File: src/rtl/tt_sweep_pkg.sv
// Shared definitions for the truth-table sweep controller: state encoding and
// vector-space sizing.
package tt_sweep_pkg;

    localparam int NUM_VEC = 16;
    localparam int VEC_W   = 4;

    typedef enum logic [1:0] {
        IDLE   = 2'd0,
        SETTLE = 2'd1,
        SAMPLE = 2'd2,
        DONE   = 2'd3
    } state_t;

endpackage

File: src/rtl/tt_settle_timer.sv
// Loadable down-counter with a zero flag; it holds each stimulus vector for
// the settle time before sampling.
module tt_settle_timer #(
    parameter int CNT_W = 4
) (
    input  logic             clk,
    input  logic             rst,
    input  logic             load,
    input  logic             en,
    input  logic [CNT_W-1:0] load_val,
    output logic             zero
);

    logic [CNT_W-1:0] cnt;

    // A load always wins over counting; the count parks at zero.
    always_ff @(posedge clk or posedge rst) begin
        if (rst) begin
            cnt <= '0;
        end else if (load) begin
            cnt <= load_val;
        end else if (en && (cnt != '0)) begin
            cnt <= cnt - 1'b1;
        end
    end

    assign zero = (cnt == '0);

endmodule

File: src/rtl/tt_sweep_ctrl.sv
// Exhaustive 4-input sweep sequencer: drives vectors 0..15, captures f/g into
// truth tables and scores them against latched expected masks.
module tt_sweep_ctrl
    import tt_sweep_pkg::*;
#(
    parameter int SETTLE_CYCLES = 2,
    parameter int CNT_W         = 4
) (
    input  logic        clk,
    input  logic        rst,
    input  logic        start,
    input  logic        abort,
    input  logic [15:0] exp_f,
    input  logic [15:0] exp_g,
    output logic        a,
    output logic        b,
    output logic        c,
    output logic        d,
    input  logic        f,
    input  logic        g,
    output logic        busy,
    output logic        done,
    output logic [15:0] tt_f,
    output logic [15:0] tt_g,
    output logic [4:0]  err_count,
    output logic [3:0]  first_err_idx,
    output logic        pass
);

    localparam logic [CNT_W-1:0] RELOAD   = CNT_W'(SETTLE_CYCLES - 1);
    localparam logic [VEC_W-1:0] LAST_VEC = VEC_W'(NUM_VEC - 1);

    state_t           state;
    state_t           state_nxt;
    logic             accept;
    logic             sample_en;
    logic             timer_load;
    logic             timer_zero;
    logic [VEC_W-1:0] vec;
    logic [15:0]      exp_f_q;
    logic [15:0]      exp_g_q;
    logic             mismatch;

    tt_settle_timer #(.CNT_W(CNT_W)) u_timer (
        .clk      (clk),
        .rst      (rst),
        .load     (timer_load),
        .en       (state == SETTLE),
        .load_val (RELOAD),
        .zero     (timer_zero)
    );

    always_ff @(posedge clk or posedge rst) begin
        if (rst) begin
            state <= IDLE;
        end else begin
            state <= state_nxt;
        end
    end

    // Abort is only honoured while busy; a SAMPLE cycle that is aborted
    // suppresses its write.
    always_comb begin
        state_nxt  = state;
        accept     = 1'b0;
        sample_en  = 1'b0;
        timer_load = 1'b0;
        case (state)
            IDLE: begin
                if (start) begin
                    accept     = 1'b1;
                    timer_load = 1'b1;
                    state_nxt  = SETTLE;
                end
            end
            SETTLE: begin
                if (abort) begin
                    state_nxt = IDLE;
                end else if (timer_zero) begin
                    state_nxt = SAMPLE;
                end
            end
            SAMPLE: begin
                if (abort) begin
                    state_nxt = IDLE;
                end else begin
                    sample_en = 1'b1;
                    if (vec == LAST_VEC) begin
                        state_nxt = DONE;
                    end else begin
                        timer_load = 1'b1;
                        state_nxt  = SETTLE;
                    end
                end
            end
            DONE: begin
                state_nxt = IDLE;
            end
            default: begin
                state_nxt = IDLE;
            end
        endcase
    end

    assign mismatch = (f != exp_f_q[vec]) | (g != exp_g_q[vec]);

    always_ff @(posedge clk or posedge rst) begin
        if (rst) begin
            vec           <= '0;
            exp_f_q       <= '0;
            exp_g_q       <= '0;
            tt_f          <= '0;
            tt_g          <= '0;
            err_count     <= '0;
            first_err_idx <= '0;
            pass          <= 1'b0;
        end else begin
            if (accept) begin
                vec           <= '0;
                exp_f_q       <= exp_f;
                exp_g_q       <= exp_g;
                tt_f          <= '0;
                tt_g          <= '0;
                err_count     <= '0;
                first_err_idx <= '0;
                pass          <= 1'b0;
            end
            if (sample_en) begin
                tt_f[vec] <= f;
                tt_g[vec] <= g;
                if (mismatch) begin
                    err_count <= err_count + 5'd1;
                    if (err_count == 5'd0) begin
                        first_err_idx <= vec;
                    end
                end
                if (vec != LAST_VEC) begin
                    vec <= vec + 1'b1;
                end
            end
            if (state == DONE) begin
                pass <= (err_count == 5'd0);
            end
        end
    end

    assign {a, b, c, d} = vec;
    assign busy = (state == SETTLE) || (state == SAMPLE);
    assign done = (state == DONE);

endmodule

File: config.mk
export PLATFORM = sky130hd
export DESIGN_NAME = tt_sweep_ctrl
export DESIGN_NICKNAME = d
export VERILOG_FILES = /design/src/rtl/tt_sweep_pkg.sv /design/src/rtl/tt_settle_timer.sv /design/src/rtl/tt_sweep_ctrl.sv
export SDC_FILE = /design/constraint.sdc
export NUM_CORES = 1
export LEC_CHECK = 0
export ABC_AREA = 1
export CORE_AREA = 2 2 98 100
export DETAILED_ROUTE_END_ITERATION = 8
export DIE_AREA = 0 0 100 102
export PLACE_DENSITY_LB_ADDON = 0.3
export SETUP_SLACK_MARGIN = 0.3
export SYNTH_ARGS = -nofsm -noshare
export SYNTH_HDL_FRONTEND = slang
export SYNTH_SLANG_ARGS = --single-unit
File: constraint.sdc
create_clock -name clk -period 3 [get_ports clk]
set_input_delay 0.9 -clock clk [delete_from_list [all_inputs] [get_ports clk]]
set_output_delay 0.9 -clock clk [all_outputs]
set_load 0.05 [all_outputs]
==> results_dict.tcl, run 1 <==
set metrics [dict create \
    outcome "completed" \
    crit_type "reg -> out" \
    start_util_pct 45.19 \
    core_area_sq_um 9109 \
    htreeDepth 3 \
    n_fill_cell 811 \
    cts_setup_buffers 0 \
    viasPerCell 4.990 \
    combPwrFrac_pct 40.0 \
    use_met2_pct 32.28 \
    drt_iter0_drc 262 \
    p_int_mw 2.385 \
    fin_crit_ns 2.609 \
    synth_area_sq_um 4116 \
    drc 0 \
    top_usage_layer "met2" \
    finish.instance_area_sq_um 5308 \
    firstDrtPassIters 5 \
    placed_area_sq_um 5104 \
    slowest_stage "clkdlybuf4s50_1" \
    postSynthCellCount 511 \
    io_pins 86 \
    powerDensity_nw_per_um2 747.5 \
    cts_tree "built" \
    ys_ff_latch 84 \
    irDropWorstVdd_mv 0.3331 \
    synth_nets 561 \
    p_sw_share_pct 39.89 \
    seqPwrFrac_pct 38.4 \
    worst_slew_pin_slew_ns 0.5256 \
    die_x_microns 100 \
    ys_seq_area_share_pct 51.06 \
    grt_pass1_vias 3298 \
    ys_warn_count 0 \
    hpwl_microns 6826 \
    min_path_type "reg -> reg" \
    grt_start_max_net_pins 85 \
    clock_skew_ns 0.009055 \
    rows 35 \
    slew_viol_final 0 \
    dieArea_sq_um 10200 \
    area_delta_synth_final_pct 28.94 \
    avgSynthCellArea_sq_um 8.056 \
    gp_congestion 0.8124 \
    dieHeight_microns 102 \
    maxSlewHeadroom_pct 64.85 \
    cp_cell_sequence "clkdlybuf4s50_1" \
    cp_slowest_stage_delay_ns 0.88 \
    switching_power_mw 1.583 \
    wl_microns 9624 \
    leakage_nw 2.454 \
    met3_usage_pct 2.873 \
    layout_commonest_cell "nand2_1" \
    vias 3543 \
    end_kind "primary output" \
    overflow 0 \
    clock_sinks 84 \
    final_nets 646 \
    required_ns 2.10 \
    antenna_cells 0 \
    clkPwrFrac_pct 21.6 \
    wl_per_cell_microns 13.55 \
    clockRootBuffer "clkbuf_8" \
    track_usage_pct 19.67 \
    ant_nets 0 \
    final_cell_mix "158 x nand2_1, 84 x dfrtp_1, 83 x clkdlybuf4s50_1" \
    grtUsageMet1_pct 27.33 \
    clk_pin_slew_worst_paths_ns 0.08 \
    start_kind "flip-flop" \
    final-hold-violation-count 0 \
    rsz0062_at_grt "no" \
    crit_buf_inv 1 \
    cp_max_fo 8 \
    layout-drive-gt1-share_pct 7.179 \
    setup-violations-final 0 \
    whs_ns 0.4885 \
    fmax_mhz 383.2 \
    insertion_delay_ns 0.34 \
    numCtsBuffers 9 \
    finalCritPeriodShare_pct 86.98 \
    grt_pass1_wl_microns 15910 \
    port-buffer-count 85 \
    cap_violations 0 \
    cp.arrival_ns 1.71 \
    stdcell_count 710 \
    antenna_found_initial 0 \
    fin_setup_tns_ns 0 \
    critical_path.top_delay_family "buffers and inverters" \
    cts_buffer_depth 2 \
    dp_cells 696 \
    synth_cell_type_count 30 \
]
[worst paths after layout]
check / start / endpoint / slack [ns] / cells after the start
min in group asynchronous: rst / exp_f_q[11] / 1.01 / 3
hold reg to reg: exp_g_q[14] / exp_g_q[14] / 0.49 / 2
hold / removal: exp_g_q[14] / exp_g_q[14] / 0.49 / 2
setup reg to reg: vec[0] / err_count[2] / 0.97 / 13
setup / recovery: vec[2] / b / 0.39 / 1
max in group asynchronous: rst / state[1] / 1.64 / 3
[per-stage QoR]
stage | power (mW) | setup slack [ns] | util, %
final | 3.968 | 0.3907 | 58.27
after CTS | 3.991 | 0.3331 | 58.24
after floorplan | 2.710 | 1.076 | -
after global placement | 3.089 | 0.5634 | 56.03
after detailed placement | 3.144 | 0.4790 | 56.03
after global routing | 4.253 | 0.3586 | 58.27
[Yosys cell counts]
cell	count	share of area, %
nand2_1	158	14
buf_1	1	0.091
a32oi_1	1	0.21
nand2_2	4	0.61
xnor2_1	2	0.43
a22o_1	1	0.21
ha_1	12	3.6
nand3_2	3	0.73
dfrtp_1	84	51
nand4_1	5	0.76
o31ai_1	2	0.36
xor2_1	3	0.64
inv_2	8	0.73
nand3_1	37	4.5
o21ai_1	4	0.49
nand2_8	2	0.97
clkbuf_4	1	0.18
nor2_1	30	2.7
o22ai_1	1	0.15
inv_1	59	5.4
a22oi_1	1	0.18
nor3_1	1	0.12
buf_6	1	0.27
a21oi_1	5	0.61
buf_2	4	0.49
o21ai_2	2	0.43
o21ai_0	66	8.0
clkbuf_1	11	1.0
nand3_4	1	0.43
nor2_2	1	0.15
[repair_timing]
action	4_1_cts	5_1_grt
pin swaps	0	0
hold endpoints to repair	0	0
hold buffers	0	0
setup endpoints to repair	1	1
gates resized for setup	1	1
[power by group through the flow]
stage | registers, mW | logic, mW | clock network [mW]
after floorplan | 1.63 | 1.08 | 0
after global placement | 1.53 | 1.56 | 0
after detailed placement | 1.54 | 1.60 | 0
after CTS | 1.52 | 1.60 | 0.868
after global routing | 1.55 | 1.79 | 0.908
final | 1.52 | 1.59 | 0.858
[sequential cells by signal, indices dropped and copies added (netlist names), 2 cells and up]
| signal | cells |
|---|---|
| err_count | 5 |
| exp_f_q | 16 |
| exp_g_q | 16 |
| first_err_idx | 4 |
| state | 2 |
| tt_f | 16 |
| tt_g | 16 |
| u_timer.cnt | 4 |
| vec | 4 |
[routing by layer]
metal / vias up / share of wire [%]
li1: 1786 / -
met1: 1644 / 46
met2: 107 / 49
met3: 6 / 4.5
met4: 0 / 0.89
met5: - / 0
[area by class of cell]
type                       instances  area (sq um)  area share (%)
sequential                        84          2102           39.60
multi-input combinational        342          1679           31.64
clock inverter                     5         78.83           1.485
timing repair buffer              92         929.6           17.52
tap                              111         138.9           2.617
inverter                          67         255.2           4.809
clock buffer                       9         123.9           2.334
[kinds of logic after synthesis]
group / after synthesis / share of synthesized area (%)
AO/OA/AOI/OAI: 83 / 10.67
XOR/XNOR: 5 / 1.064
adder cells (fa/ha/maj): 12 / 3.647
buffers and inverters: 85 / 8.146
flip-flops: 84 / 51.06
AND/OR/NAND/NOR: 242 / 25.41
(Power assumes the default switching activity.)
==> run 2, diff against run 1 <==
Clock period 3 ns to 2.4 ns, I/O delays scaled along.
==> run 2 against run 1 <==
Global-route usage fell by 0.12 points. Critical path depth rose by 2. Worst hold slack improved by 0.020 ns. First-iteration DRC count fell by 30%. Non-clock buffer count rose by 4. Cell count rose by 0.85%. Sequential power rose by 26%. Combinational power rose by 26%. Register-to-register slack got worse by 0.34 ns. Sequential cell count did not move. Clock power rose by 10%. Final area fell by 0.80%.
==> results_dict.tcl, run 2 (same netlist as run 1, synthesis figures left out) <==
set metrics [dict create \
    outcome "completed" \
    slew_viol_final 0 \
    layout-drive-gt1-share_pct 9.421 \
    clk_pin_slew_worst_paths_ns 0.09 \
    powerDensity_nw_per_um2 921.9 \
    grt_pass1_vias 3426 \
    ctsHoldBuffers 0 \
    final_nets 650 \
    start_util_pct 45.19 \
    fmax_mhz 487.0 \
    finalCritPeriodShare_pct 85.57 \
    multi_input_area_sq_um 1679 \
    cp-startpoint "state[0]" \
    clock_sinks 84 \
    viasPerCell 4.946 \
    numCtsBuffers 9 \
    fin_crit_ns 2.054 \
    seqPwrFrac_pct 39.3 \
    end_kind "primary output" \
    final-hold-violation-count 0 \
    overflow 0 \
    rr_startpoint "vec[0]" \
    required_ns 1.68 \
    maxSlewHeadroom_pct 66.78 \
    hpwl_microns 6783 \
    setup-violations-final 0 \
    gp_congestion 0.7989 \
    r2r_setup_slack_ns 0.63 \
    cap_violations 0 \
    p_int_mw 2.837 \
    cts_tree "built" \
    p_sw_share_pct 41.55 \
    die_x_microns 100 \
    combPwrFrac_pct 41.2 \
    firstDrtPassIters 4 \
    drc 0 \
    switching_power_mw 2.017 \
    worst_slew_pin_slew_ns 0.5004 \
    area_delta_synth_final_pct 27.90 \
    drt_iter0_drc 183 \
    core_area_sq_um 9109 \
    leakage_nw 2.649 \
    crit_type "reg -> out" \
    io_pins 86 \
    reg2reg_depth 12 \
    grt_pass1_wl_microns 15930 \
    start_kind "flip-flop" \
    dieArea_sq_um 10200 \
    fin_total_pwr_mw 4.854 \
    worstReg2RegEnd "first_err_idx[1]" \
    insertion_delay_ns 0.34 \
    dieHeight_microns 102 \
    wl_microns 9455 \
    wl_per_cell_microns 13.21 \
    rows 35 \
    irDropWorstVdd_mv 0.4303 \
    whs_ns 0.5085 \
    htreeDepth 3 \
    final_cell_mix "158 x nand2_1, 83 x dfrtp_1, 66 x o21ai_0" \
    clkPwrFrac_pct 19.5 \
    antenna_found_initial 0 \
    cp_max_fo 4 \
    n_fill_cell 828 \
    cts_buffer_depth 2 \
    layout_commonest_cell "nand2_1" \
    clockRootBuffer "clkbuf_8" \
    clock_skew_ns 0.008413 \
    final_core_util_pct 57.80 \
    grt_start_max_net_pins 85 \
    cp.arrival_ns 1.33 \
    endpoint "busy" \
    min_path_type "reg -> reg" \
    track_usage_pct 19.55 \
    antenna_cells 0 \
    rsz0062_at_grt "yes" \
    vias 3541 \
    fin_setup_tns_ns 0 \
    ff_latch_area_sq_um 2103 \
    ant_nets 0 \
    port-buffer-count 85 \
]
## run 2: power groups by stage
| stage | Sequential (mW) | Combinational, mW | Clock (mW) |
|---|---|---|---|
| floorplan | 2.04 | 1.35 | 0 |
| global placement | 1.92 | 1.96 | 0 |
| detailed placement | 1.94 | 2.01 | 0 |
| CTS | 1.91 | 2.00 | 0.964 |
| global route | 1.95 | 2.26 | 1.03 |
| finish | 1.91 | 2.00 | 0.947 |
## run 2: worst min-delay path by stage
stage | start | endpoint | slack [ns] | cells after the start
finish | u_timer.cnt[0] | u_timer.cnt[0] | 0.51 | 2
global route | u_timer.cnt[0] | u_timer.cnt[0] | 0.54 | 2
CTS | u_timer.cnt[0] | u_timer.cnt[0] | 0.51 | 2
detailed placement | u_timer.cnt[0] | u_timer.cnt[0] | 0.49 | 2
global placement | exp_g_q[14] | exp_g_q[14] | 0.48 | 2
floorplan | exp_g_q[14] | exp_g_q[14] | 0.45 | 2
## run 2: worst max-delay path, cell delays in order, from the launching register on
cell     delay [ns]
dfrtp_1        0.40
inv_1          0.13
ha_1           0.26
buf_4          0.20
## run 2: stage by stage
stage                     std cells  area, sq um  setup slack [ns]
after global routing            716         5265            0.2959
final                           716         5265            0.3464
after global placement          699         5124            0.2900
after floorplan                 511         4120            0.4756
after CTS                       715         5255            0.3167
after detailed placement        699         5124            0.1898
## run 2: repair_timing
action,in CTS,in global routing
endpoints found under the setup margin,42,3
buffers inserted,0,1
cloned,0,0
gates resized for setup,42,3
## run 2: cell type report
class                           count  share of cell area [%]
Timing Repair Buffer               96                   17.18
Multi-Input combinational cell    342                   31.89
Clock inverter                      6                  0.8793
Clock buffer                       10                   2.614
Sequential cell                    84                   39.95
Tap cell                          111                   2.638
Inverter                           67                   4.848
## run 2: layer usage
layer | track usage, % | vias up | share of wire, %
li1 | - | 1794 | -
met1 | 25.40 | 1654 | 45
met2 | 34.46 | 85 | 49
met3 | 2.873 | 8 | 4.5
met4 | 5.374 | 0 | 0.99
met5 | 0 | - | 0
